## src/rtl/rcpu_bus_pkg.sv

```systemverilog
`default_nettype none
// +-----------------------------------------------------------------------------+
// | rcpu_bus_pkg : shared types and constants for the 16-bit memory-mapped bus  |
// | Revision     : 1.0                                                          |
// +-----------------------------------------------------------------------------+
package rcpu_bus_pkg;

  localparam int BUS_DW = 16;
  localparam int BUS_AW = 32;

  localparam logic [BUS_AW-1:0] LCD_DATA_ADDR  = 32'h0000_F000;
  localparam logic [BUS_AW-1:0] LCD_CTRL_ADDR  = 32'h0000_F001;
  localparam logic [BUS_AW-1:0] INT_EN_ADDR    = 32'h0000_FFFD;
  localparam logic [BUS_AW-1:0] INT_VEC_LO     = 32'h0000_FFFE;
  localparam logic [BUS_AW-1:0] INT_VEC_HI     = 32'h0000_FFFF;

  typedef enum logic [2:0] {
    IDLE   = 3'd0,
    LO     = 3'd1,
    LO_CAP = 3'd2,
    HI     = 3'd3,
    HI_CAP = 3'd4,
    RESP   = 3'd5
  } busState_t;

  // Word address of the high half; wraps modulo 2^32.
  function automatic logic [BUS_AW-1:0] nextWordAddr(input logic [BUS_AW-1:0] a);
    return a + BUS_AW'(1);
  endfunction

endpackage
`default_nettype wire

```

## src/rtl/bus_wait_timer.sv

```systemverilog
`default_nettype none
// +-----------------------------------------------------------------------------+
// | bus_wait_timer : per-beat wait counter, flags when a beat has waited too long|
// | Revision       : 1.0                                                        |
// +-----------------------------------------------------------------------------+
module bus_wait_timer #(
  parameter int TIMEOUT = 256
) (
  input  logic clk,
  input  logic rst,
  input  logic clr,
  input  logic run,
  output logic expired
);

  generate
    if (TIMEOUT > 0) begin : g_counted
      localparam int CW = (TIMEOUT > 1) ? $clog2(TIMEOUT) : 1;
      logic [CW-1:0] r_count;

      always_ff @(posedge clk or negedge rst) begin
        if (!rst) begin
          r_count <= '0;
        end else if (clr) begin
          r_count <= '0;
        end else if (run) begin
          r_count <= r_count + CW'(1);
        end
      end

      assign expired = run && (r_count == CW'(TIMEOUT - 1));
    end else begin : g_unbounded
      assign expired = 1'b0;
    end
  endgenerate

endmodule
`default_nettype wire

```

## src/rtl/mem_bus_master.sv

```systemverilog
`default_nettype none
// +-----------------------------------------------------------------------------+
// | mem_bus_master : splits CPU 16/32-bit loads/stores into 16-bit bus beats     |
// | Revision       : 1.0                                                        |
// +-----------------------------------------------------------------------------+
module mem_bus_master
  import rcpu_bus_pkg::*;
#(
  parameter int TIMEOUT = 256
) (
  input  logic                clk,
  input  logic                rst,
  input  logic                req,
  input  logic                req_we,
  input  logic                req_wide,
  input  logic [BUS_AW-1:0]   req_addr,
  input  logic [2*BUS_DW-1:0] req_wdata,
  output logic                busy,
  output logic                done,
  output logic                err,
  output logic [2*BUS_DW-1:0] rdata,
  output logic [BUS_AW-1:0]   addr,
  output logic [BUS_DW-1:0]   write,
  output logic                we,
  output logic                re,
  input  logic [BUS_DW-1:0]   read,
  input  logic                ready
);

  busState_t             r_state;
  busState_t             w_nextState;
  logic                  r_isStore;
  logic                  r_isWide;
  logic [BUS_AW-1:0]     r_baseAddr;
  logic [BUS_DW-1:0]     r_wdataHi;

  logic                  w_accept;
  logic                  w_busy;
  logic                  w_done;
  logic                  w_err;
  logic                  w_we;
  logic                  w_re;
  logic [BUS_AW-1:0]     w_addr;
  logic [BUS_DW-1:0]     w_write;
  logic [2*BUS_DW-1:0]   w_rdata;
  logic                  w_inBeat;
  logic                  w_expired;

  assign w_inBeat = (r_state == LO) || (r_state == HI);

  // Counter restarts whenever a beat completes or we are outside a beat.
  bus_wait_timer #(
    .TIMEOUT (TIMEOUT)
  ) u_timer (
    .clk     (clk),
    .rst     (rst),
    .clr     (!w_inBeat || ready),
    .run     (w_inBeat && !ready),
    .expired (w_expired)
  );

  always_comb begin
    w_nextState = r_state;
    w_accept    = 1'b0;
    w_busy      = busy;
    w_done      = 1'b0;
    w_err       = 1'b0;
    w_we        = we;
    w_re        = re;
    w_addr      = addr;
    w_write     = write;
    w_rdata     = rdata;
    case (r_state)
      IDLE: begin
        if (req) begin
          w_accept    = 1'b1;
          w_nextState = LO;
          w_busy      = 1'b1;
          w_addr      = req_addr;
          w_we        = req_we;
          w_re        = !req_we;
          w_write     = req_wdata[BUS_DW-1:0];
          w_rdata     = '0;
        end
      end
      LO, HI: begin
        if (ready) begin
          if (r_isStore) begin
            if ((r_state == LO) && r_isWide) begin
              w_nextState = HI;
              w_addr      = nextWordAddr(r_baseAddr);
              w_write     = r_wdataHi;
            end else begin
              w_nextState = RESP;
              w_we        = 1'b0;
              w_done      = 1'b1;
            end
          end else begin
            w_re        = 1'b0;
            w_nextState = (r_state == LO) ? LO_CAP : HI_CAP;
          end
        end else if (w_expired) begin
          w_we        = 1'b0;
          w_re        = 1'b0;
          w_err       = 1'b1;
          w_nextState = RESP;
        end
      end
      LO_CAP: begin
        w_rdata[BUS_DW-1:0] = read;
        if (r_isWide) begin
          w_nextState = HI;
          w_addr      = nextWordAddr(r_baseAddr);
          w_re        = 1'b1;
        end else begin
          w_nextState = RESP;
          w_done      = 1'b1;
        end
      end
      HI_CAP: begin
        w_rdata[2*BUS_DW-1:BUS_DW] = read;
        w_nextState = RESP;
        w_done      = 1'b1;
      end
      RESP: begin
        w_nextState = IDLE;
        w_busy      = 1'b0;
      end
      default: w_nextState = IDLE;
    endcase
  end

  always_ff @(posedge clk or negedge rst) begin
    if (!rst) begin
      r_state    <= IDLE;
      busy       <= 1'b0;
      done       <= 1'b0;
      err        <= 1'b0;
      we         <= 1'b0;
      re         <= 1'b0;
      addr       <= '0;
      write      <= '0;
      rdata      <= '0;
      r_isStore  <= 1'b0;
      r_isWide   <= 1'b0;
      r_baseAddr <= '0;
      r_wdataHi  <= '0;
    end else begin
      r_state <= w_nextState;
      busy    <= w_busy;
      done    <= w_done;
      err     <= w_err;
      we      <= w_we;
      re      <= w_re;
      addr    <= w_addr;
      write   <= w_write;
      rdata   <= w_rdata;
      if (w_accept) begin
        r_isStore  <= req_we;
        r_isWide   <= req_wide;
        r_baseAddr <= req_addr;
        r_wdataHi  <= req_wdata[2*BUS_DW-1:BUS_DW];
      end
    end
  end

endmodule
`default_nettype wire

```

## config.mk

```make
export PLATFORM = sky130hd
export DESIGN_NAME = mem_bus_master
export DESIGN_NICKNAME = d
export VERILOG_FILES = /design/src/rtl/rcpu_bus_pkg.sv /design/src/rtl/bus_wait_timer.sv /design/src/rtl/mem_bus_master.sv
export SDC_FILE = /design/constraint.sdc
export NUM_CORES = 1
export LEC_CHECK = 0
export BUFFER_PORTS_ARGS = -buffer_cell sky130_fd_sc_hd__buf_2
export CAP_MARGIN = 30
export CORE_MARGIN = 2
export CORE_UTILIZATION = 50
export CTS_BUF_LIST = sky130_fd_sc_hd__clkbuf_8
export CTS_CLUSTER_SIZE = 25
export DETAILED_ROUTE_END_ITERATION = 12
export GPL_TIMING_DRIVEN = 0
export HOLD_SLACK_MARGIN = 0.1
export PLACE_DENSITY = 0.8
export SYNTH_ARGS = -nofsm -noshare
export SYNTH_HDL_FRONTEND = slang
export SYNTH_SLANG_ARGS = --single-unit
```

## constraint.sdc

```tcl
create_clock -name clk -period 1.9 [get_ports clk]
set_input_delay 0.19 -clock clk [delete_from_list [all_inputs] [get_ports clk]]
set_output_delay 0.19 -clock clk [all_outputs]
set_load 0.01 [all_outputs]
```

==> summary.md, run 1 <==
| Metric | Value |
|---|---|
| Synth top area cells | `dfrtp_1, nand2_1, mux2i_1` |
| Yosys reg bits | `146` |
| Initial antenna violation count | `0` |
| GRT Overall Usage | `27.1%` |
| CP bufs+invs | `2` |
| Total of max-cap violations | `0` |
| WS Path Type | `flip-flop to flip-flop` |
| Synth Instances | `686` |
| Most frequent cells in the layout | `nand2_1, buf_2, dfrtp_1` |
| Setup Skew | `0.00834 ns` |
| Area of the mapped netlist | `6630 um^2` |
| Hold Crit Class | `input port to flip-flop` |
| Vias in the first global route | `6190` |
| Die Y | `119 um` |
| Max_slew headroom | `59.0%` |
| H-tree depth | `4` |
| CTS sink count | `146` |
| Placed instance count | `1033` |
| Vias | `6191` |
| Area delta synth->final | `38.2%` |
| CTS tree | `built` |
| Multi-input gate area | `2840 um^2` |
| Worst vdd ir | `0.775 mV` |
| Antenna-violating nets left | `0` |
| Most used cell, CP | `buf_6` |
| Worst hold start | `req_addr[31]` |
| Total grt overflow | `0` |
| I/O Buffers | `170` |
| Die width | `119 um` |
| DP Area | `7740 um^2` |
| Yosys top cell area share | `55.1%` |
| Max frequency | `0.547 GHz` |
| First-pass DRT Iterations | `5` |
| Count of final max-slew check failures | `0` |
| CP cell instances | `buf_6, nand2b_1, buf_6, or2_4, o21bai_2, o2111ai_1, mux2_2` |
| Seq/Total Area, Yosys | `55.1%` |
| FP Rows | `42` |
| Clk slew on worst S/H paths | `0.08 ns` |
| Worst-path fanout max | `10` |
| Longest Clk Path Bufs | `2` |
| Core box area | `13100 um^2` |
| Hold Path Cell Cnt | `3` |
| R2R depth | `7` |
| FF-to-FF Start | `r_state[2]` |
| WP data arrival | `2.15 ns` |
| Critical path endpoint category | `flip-flop` |
| Share of cells above drive strength 1 | `27.3%` |
| Starting Density | `50.7%` |
| Final wirelength | `18.9 mm` |
| Worst hold slack | `0.132 ns` |
| Worst-skew pair later-pin latency | `0.44 ns` |
| Largest net degree at the start of global routing | `83` |
| IO Count | `171` |
| DRC viols | `0` |
| Synth async-reset ratio | `100%` |
| Non-filler instance count after layout | `1160` |
| Synth unique cells | `46` |
| Design area | `9160 um^2` |
| Slowest cell on the critical path | `dfrtp_1` |
| Ratio of final minimum period to clock period | `96.1%` |
| Leakage | `4.67 nW` |
| Cell class contributing the biggest share of worst-path delay | `simple AND/OR/NAND/NOR gates` |
| Nets | `1059` |
| FF+latch area | `3660 um^2` |
| Initial DRC Count | `432` |
| DR WL/cell | `16.3 um` |
| Most common cell after layout, fill and taps aside | `nand2_1` |
| Worst Hold Endpoint | `r_baseAddr[31]` |
| N_diodes | `0` |
| Synthesized net count | `774` |
| Via/cell ratio | `5.34` |
| Tightest Pin Transition | `0.615 ns` |
| EDFF count, synth | `0` |
| First-pass GRT wire length | `30.5 mm` |
| Pwr/cell area | `1470 nW/um^2` |
| Total power | `13.5 mW` |
| Synth Area per Inst | `9.67 um^2` |
| CP required | `2.23 ns` |
| Gp weighted congestion | `0.888` |
| Die area | `14200 um^2` |
| Synth warn | `0` |
| R2R Path End | `re` |
| Final Hold Vio Count | `0` |
| Final setup fails | `0` |
| Crit start category | `flip-flop` |
| TNS Setup | `0 ns` |
| Outcome | `completed` |
| CTS root buf | `clkbuf_8` |
| Most used flip-flop cell after synthesis | `dfrtp_1` |
| # fillers | `973` |
| Yosys top cell by area | `dfrtp_1` |
| Post-DP HPWL | `11.8 mm` |
| R2R setup slack | `0.07 ns` |
| Max stage delay on crit path | `0.38 ns` |
| Min cycle time layout | `1.83 ns` |
| CTS buffer count | `17` |
-- worst max path at each step --
stage / startpoint / to / depth (start not counted)
floorplan: r_state[2] / re / 8
global placement: rst / rdata[6] / 1
detailed placement: r_baseAddr[3] / addr[23] / 5
CTS: r_baseAddr[1] / addr[18] / 7
global route: r_state[0] / addr[17] / 6
finish: r_state[2] / re / 7
-- cells in the mapped netlist (3+ instances only) --
cell,n
and4_1,3
nor3_1,5
nand4_1,12
nor2_1,40
a22o_1,17
xnor2_1,15
a21oi_1,23
nand2b_1,4
buf_2,7
o21ai_0,29
a221o_1,3
o21ai_1,5
nand2_1,200
dfrtp_1,146
a22oi_1,16
mux2i_1,22
and3_1,11
and2_1,4
nand3_1,33
xor2_1,19
clkbuf_1,25
inv_1,6
or3_1,4
o211ai_1,6
-- flip-flops by register name (all words and copies together), names as in the netlist, 3 cells and up --
register                   cells
r_baseAddr                    32
r_wdataHi                     16
u_timer.g_counted.r_count      8
write                         16
rdata                         32
r_state                        3
addr                          32
-- where the power goes --
group	total, mW	leakage (nW)	internal [mW]	switching, mW
registers	5.45	1.84	4.43	1.02
clock network	2.31	0.194	1.15	1.16
logic	5.72	2.64	2.48	3.23
-- metrics by stage --
step,util (%),setup slack (ns)
2_1_floorplan,-,0.0357
3_3_place_gp,58.9,-1.48
3_5_place_dp,59.1,-0.149
4_1_cts,69.0,0.00666
5_1_grt,70.0,-0.00241
6_report,70.0,0.0733
-- worst register-to-register path, stage by stage, from the launching register on --
cell and delay (ns):
dfrtp_1 0.38, buf_6 0.14, nand2b_1 0.15, buf_6 0.13
or2_4 0.25, o21bai_2 0.21, o2111ai_1 0.10, mux2_2 0.35
-- kinds of logic after synthesis --
logic type	share of synthesized area (%)
xor+xnor	4.49
fa+ha+maj	0.377
compound gates	10.7
simple gates	22.6
buf+inv	3.19
flops	55.1
mux	3.49
-- area by class of cell --
class	instances	share of cell area (%)
Sequential cell	146	39.9
Multi-Input combinational cell	496	31.0
Timing Repair Buffer	271	20.2
Clock buffer	21	3.15
Tap cell	176	2.40
Buffer	33	2.14
Clock inverter	11	0.942
Inverter	6	0.246
-- metal layers --
| metal | up-vias | global-route usage, % | share of wire, % |
|---|---|---|---|
| li1 | 2911 | - | - |
| met1 | 2995 | 34.7 | 42 |
| met2 | 254 | 45.2 | 50 |
| met3 | 31 | 6.37 | 6.9 |
| met4 | 0 | 9.60 | 1.8 |
| met5 | - | 0 | 0 |
-- repair_timing --
action | CTS | global route
hold buffers | 83 | 0
gates resized for setup | 18 | 37
setup buffers | 6 | 11
pin swaps | 4 | 4
endpoints found under the setup margin | 83 | 112
hold endpoints to repair | 194 | 0
Power figures use the tool's default switching activity.
==> run 2: changes to the inputs <==
--- a/config.mk
+++ b/config.mk
@@ -8,13 +8,13 @@
 export BUFFER_PORTS_ARGS = -buffer_cell sky130_fd_sc_hd__buf_2
 export CAP_MARGIN = 30
 export CORE_MARGIN = 2
-export CORE_UTILIZATION = 50
+export CORE_UTILIZATION = 35
 export CTS_BUF_LIST = sky130_fd_sc_hd__clkbuf_8
 export CTS_CLUSTER_SIZE = 25
 export DETAILED_ROUTE_END_ITERATION = 12
 export GPL_TIMING_DRIVEN = 0
 export HOLD_SLACK_MARGIN = 0.1
-export PLACE_DENSITY = 0.8
+export PLACE_DENSITY = 0.6
 export SYNTH_ARGS = -nofsm -noshare
 export SYNTH_HDL_FRONTEND = slang
 export SYNTH_SLANG_ARGS = --single-unit
==> summary.md, run 2 (synthesis gave the netlist of run 1 again) <==
| Metric | Value |
|---|---|
| Most common cell after layout, fill and taps aside | `nand2_1` |
| Worst-skew pair later-pin latency | `0.45 ns` |
| Crit start category | `flip-flop` |
| Placed instance count | `1091` |
| WS Path Type | `flip-flop to flip-flop` |
| Final Hold Vio Count | `0` |
| Final wirelength | `18.7 mm` |
| Setup Skew | `0.0115 ns` |
| Initial antenna violation count | `0` |
| Die Y | `142 um` |
| Leakage | `4.61 nW` |
| Max frequency | `0.549 GHz` |
| Worst vdd ir | `0.693 mV` |
| Die area | `20100 um^2` |
| Tightest Pin Transition | `0.534 ns` |
| Pwr/cell area | `1440 nW/um^2` |
| Final Util | `49.3%` |
| GRT Overall Usage | `19.2%` |
| Initial DRC Count | `291` |
| Min cycle time layout | `1.82 ns` |
| M1 wire length | `8.61 mm` |
| Largest net degree at the start of global routing | `92` |
| Worst-path fanout max | `6` |
| Post-DP HPWL | `12.6 mm` |
| FP Rows | `50` |
| Starting Density | `35.6%` |
| Slowest cell on the critical path | `dfrtp_2` |
| Via/cell ratio | `4.82` |
| First-pass DRT Iterations | `5` |
| CTS buffer count | `17` |
| Vias | `5842` |
| Hold Crit Class | `input port to flip-flop` |
| I/O Buffers | `170` |
| Worst hold slack | `0.146 ns` |
| Vias in the first global route | `5903` |
| IO Count | `171` |
| Top Registers | `addr: 32 flops, r_baseAddr: 32 flops, rdata: 32 flops` |
| Ratio of final minimum period to clock period | `95.9%` |
| Clk slew on worst S/H paths | `0.09 ns` |
| CP required | `2.30 ns` |
| Total power | `13.2 mW` |
| RSZ-0062 raised after global routing | `true` |
| Max layer used | `met4` |
| Total grt overflow | `0` |
| Die width | `142 um` |
| Gp weighted congestion | `0.763` |
| DRC viols | `0` |
| DR WL/cell | `15.5 um` |
| CP cell instances | `o21bai_4, a221o_2, or3_1, mux2i_1, a221o_1` |
| Max_slew headroom | `64.4%` |
| Share of cells above drive strength 1 | `26.9%` |
| Antenna-violating nets left | `0` |
| Non-filler instance count after layout | `1212` |
| CTS tree | `built` |
| H-tree depth | `4` |
| Max stage delay on crit path | `0.46 ns` |
| TNS Setup | `0 ns` |
| WP data arrival | `2.22 ns` |
| Most frequent cells in the layout | `nand2_1, buf_2, dfrtp_1` |
| Longest Clk Path Bufs | `2` |
| Met3 wire length | `1.02 mm` |
| WL met2 | `8.89 mm` |
| # fillers | `1780` |
| Final setup fails | `0` |
| CTS sink count | `146` |
| First-pass GRT wire length | `30.4 mm` |
| Nets | `1054` |
| Core box area | `18600 um^2` |
| N_diodes | `0` |
| Area delta synth->final | `38.6%` |
| Outcome | `completed` |
| Total of max-cap violations | `0` |
| Critical path endpoint category | `flip-flop` |
| CTS root buf | `clkbuf_8` |
| Count of final max-slew check failures | `0` |
## run 2: changes by cell type in the layout (fill, tap and decap cells not counted), moves of 2 or more
cell        before  now
clkinv_2         6    0
buf_4           18   11
inv_6            0    2
nand2_2          2    0
nand2_1        198  200
clkinvlp_4       3    7
o21ai_0         26   29
o21ai_1          8    5
## run 2: stage by stage
step	worst slack [ns]	instance area, um^2
global route	-0.0206	9190
finish	0.0781	9190
CTS	0.0108	9100
floorplan	0.0357	6630
global placement	-1.62	7770
detailed placement	-0.217	7810
## run 2: what timing repair did
item	4_1_cts	5_1_grt
setup endpoints to repair	109	81
hold endpoints to repair	186	0
resized for setup	24	28
pin swaps	4	4
buffers inserted	5	6
hold buffers	83	0
## run 2: worst max-delay path: cells and delay by family (launching register included)
kind	cells	cell delay [ns]
compound gates	3	0.77
flops	1	0.46
simple gates	1	0.35
mux	1	0.19
## run 2: worst paths after layout
kind	start	to	slack (ns)	cells past startpoint
max	r_state[0]	addr[17]	0.08	5
min	req_addr[31]	r_baseAddr[31]	0.15	3
max reg2reg	r_state[0]	addr[17]	0.08	5
min reg2reg	u_timer.g_counted.r_count[0]	u_timer.g_counted.r_count[0]	0.47	1
max in group asynchronous	rst	r_state[0]	0.76	3
min in group asynchronous	rst	addr[14]	0.25	2
## run 2: layout make-up
class	instances	area, um^2	share of cell area, %
plain buffers	34	199	2.16
flip-flops and latches	146	3660	39.8
inverters	6	22.5	0.245
repair buffers	265	1810	19.7
multi-input cells	496	2850	31.0
well taps	234	293	3.18
clock inverters	11	82.6	0.898
clock buffers	20	275	2.99
## run 2: report_power, final
part           internal [mW]  total (mW)  switching (mW)
clock                   1.00        2.26            1.25
sequential              4.43        5.42           0.994
combinational           2.41        5.57            3.16
## run 2: layer usage
metal / vias up / global-route usage (%)
li1: 2899 / -
met1: 2779 / 25.7
met2: 148 / 31.2
met3: 16 / 5.57
met4: 0 / 4.16
met5: - / 0
==> run 3: changes to the inputs <==
--- a/config.mk
+++ b/config.mk
@@ -15,6 +15,8 @@
 export GPL_TIMING_DRIVEN = 0
 export HOLD_SLACK_MARGIN = 0.1
 export PLACE_DENSITY = 0.6
+export RECOVER_POWER = 25
 export SYNTH_ARGS = -nofsm -noshare
 export SYNTH_HDL_FRONTEND = slang
 export SYNTH_SLANG_ARGS = --single-unit
+export TNS_END_PERCENT = 1
==> summary.md, run 3 (synthesis gave the netlist of run 1 again) <==
| Metric | Value |
|---|---|
| Outcome | `completed` |
| Design area | `9150 um^2` |
| Share of cells above drive strength 1 | `25.9%` |
| Worst vdd ir | `0.670 mV` |
| Count of final max-slew check failures | `0` |
| Crit start category | `flip-flop` |
| Total of max-cap violations | `0` |
| WS Path Type | `flip-flop to flip-flop` |
| Most frequent cells in the layout | `nand2_1, buf_2, dfrtp_1` |
| FP Rows | `50` |
| Max stage delay on crit path | `0.38 ns` |
| CTS sink count | `146` |
| CP cell instances | `buf_6, nand2b_1, buf_6, or2_4, o21bai_4, o2111ai_1, mux2_2` |
| IO Count | `171` |
| First-pass DRT Iterations | `4` |
| Gp weighted congestion | `0.763` |
| WP data arrival | `2.19 ns` |
| Worst-path fanout max | `10` |
| Vias in the first global route | `5920` |
| Die area | `20100 um^2` |
| Total grt overflow | `0` |
| Leakage | `4.58 nW` |
| CTS tree | `built` |
| Longest Clk Path Bufs | `2` |
| CTS buffer count | `17` |
| Antenna-violating nets left | `0` |
| Critical path endpoint category | `flip-flop` |
| Die width | `142 um` |
| Die Y | `142 um` |
| DP Area | `7810 um^2` |
| N_diodes | `0` |
| DRC viols | `0` |
| Post-DP HPWL | `12.6 mm` |
| Top Registers | `addr: 32 flops, r_baseAddr: 32 flops, rdata: 32 flops` |
| Max frequency | `0.541 GHz` |
| Core box area | `18600 um^2` |
| RSZ-0062 raised after global routing | `true` |
| Min cycle time layout | `1.85 ns` |
| H-tree depth | `4` |
| Setup Skew | `0.0104 ns` |
| Largest net degree at the start of global routing | `92` |
| Via/cell ratio | `4.80` |
| Final wirelength | `18.7 mm` |
| Starting Density | `35.6%` |
| Worst-skew pair later-pin latency | `0.45 ns` |
| Final worst slack | `0.0529 ns` |
| Clk slew on worst S/H paths | `0.08 ns` |
| Initial antenna violation count | `0` |
| Tightest Pin Transition | `0.882 ns` |
| Hold Crit Class | `input port to flip-flop` |
| Vias | `5824` |
| CTS root buf | `clkbuf_8` |
| Most common cell after layout, fill and taps aside | `nand2_1` |
| Pwr/cell area | `1440 nW/um^2` |
| First-pass GRT wire length | `30.4 mm` |
| GRT Overall Usage | `19.2%` |
| Max_slew headroom | `41.2%` |
| Area delta synth->final | `38.0%` |
| I/O Buffers | `170` |
| Final Util | `49.1%` |
| Most used cell, CP | `buf_6` |
| Nets | `1055` |
| Slowest cell on the critical path | `dfrtp_1` |
| Dpl ws | `-0.217 ns` |
| Initial DRC Count | `314` |
| CP required | `2.24 ns` |
| Ratio of final minimum period to clock period | `97.2%` |
| DR WL/cell | `15.4 um` |
| Final Hold Vio Count | `0` |
| Final setup fails | `0` |
run 3: cell count changes in the layout (fill, tap and decap cells not counted), sizes merged:
cell,before,now
buf,191,182
clkbuf,45,55
run 3: worst max-delay path: cells and delay by family, from the launching register on:
kind / cells / cell delay (ns)
buf+inv: 2 / 0.27
mux: 1 / 0.36
flops: 1 / 0.38
simple gates: 2 / 0.43
compound gates: 2 / 0.29
run 3: where the power goes:
part | internal [mW] | switching (mW) | leakage [nW]
combinational | 2.39 | 3.13 | 2.58
clock | 1.00 | 1.25 | 0.163
sequential | 4.43 | 0.998 | 1.84
total | 7.81 | 5.38 | 4.58
run 3: per-stage QoR:
stage                     TNS, ns  hold WS (ns)  std cells  power [mW]
after floorplan                 0        -0.106        686        8.68
after global placement    -242.89         0.381       1090        10.6
after detailed placement   -11.35         0.189       1091        10.7
after CTS                  -0.175         0.106       1204        13.2
after global routing       -0.228         0.117       1213        14.3
final                           0         0.140       1213        13.2
run 3: cell type report:
| class | instances | area [um^2] |
|---|---|---|
| well taps | 234 | 293 |
| fillers | 1799 | 9490 |
| clock buffers | 20 | 275 |
| multi-input cells | 496 | 2840 |
| flip-flops and latches | 146 | 3660 |
| inverters | 6 | 22.5 |
| clock inverters | 11 | 82.6 |
| plain buffers | 35 | 201 |
| repair buffers | 265 | 1780 |
run 3: what timing repair did:
| action | CTS | global route |
|---|---|---|
| hold endpoints to repair | 186 | 0 |
| endpoints found under the setup margin | 109 | 108 |
| setup buffers | 1 | 10 |
| pin swaps | 3 | 6 |
| gates resized for setup | 20 | 27 |
| hold buffers | 83 | 0 |
run 3: final timing paths:
kind	startpoint	endpoint	slack, ns	cells after the start
setup reg to reg	r_state[2]	re	0.05	7
setup / recovery	r_state[2]	re	0.05	7
hold / removal	ready	u_timer.g_counted.r_count[1]	0.14	3
hold reg to reg	u_timer.g_counted.r_count[0]	u_timer.g_counted.r_count[0]	0.47	1
max in group asynchronous	rst	r_state[0]	0.36	3
min in group asynchronous	rst	addr[14]	0.25	2
run 3: per-layer routing:
metal | track usage, % | share of wire (%)
met5 | 0 | 0
met1 | 25.6 | 47
met2 | 31.1 | 47
met3 | 5.57 | 5.3
met4 | 4.16 | 0.93
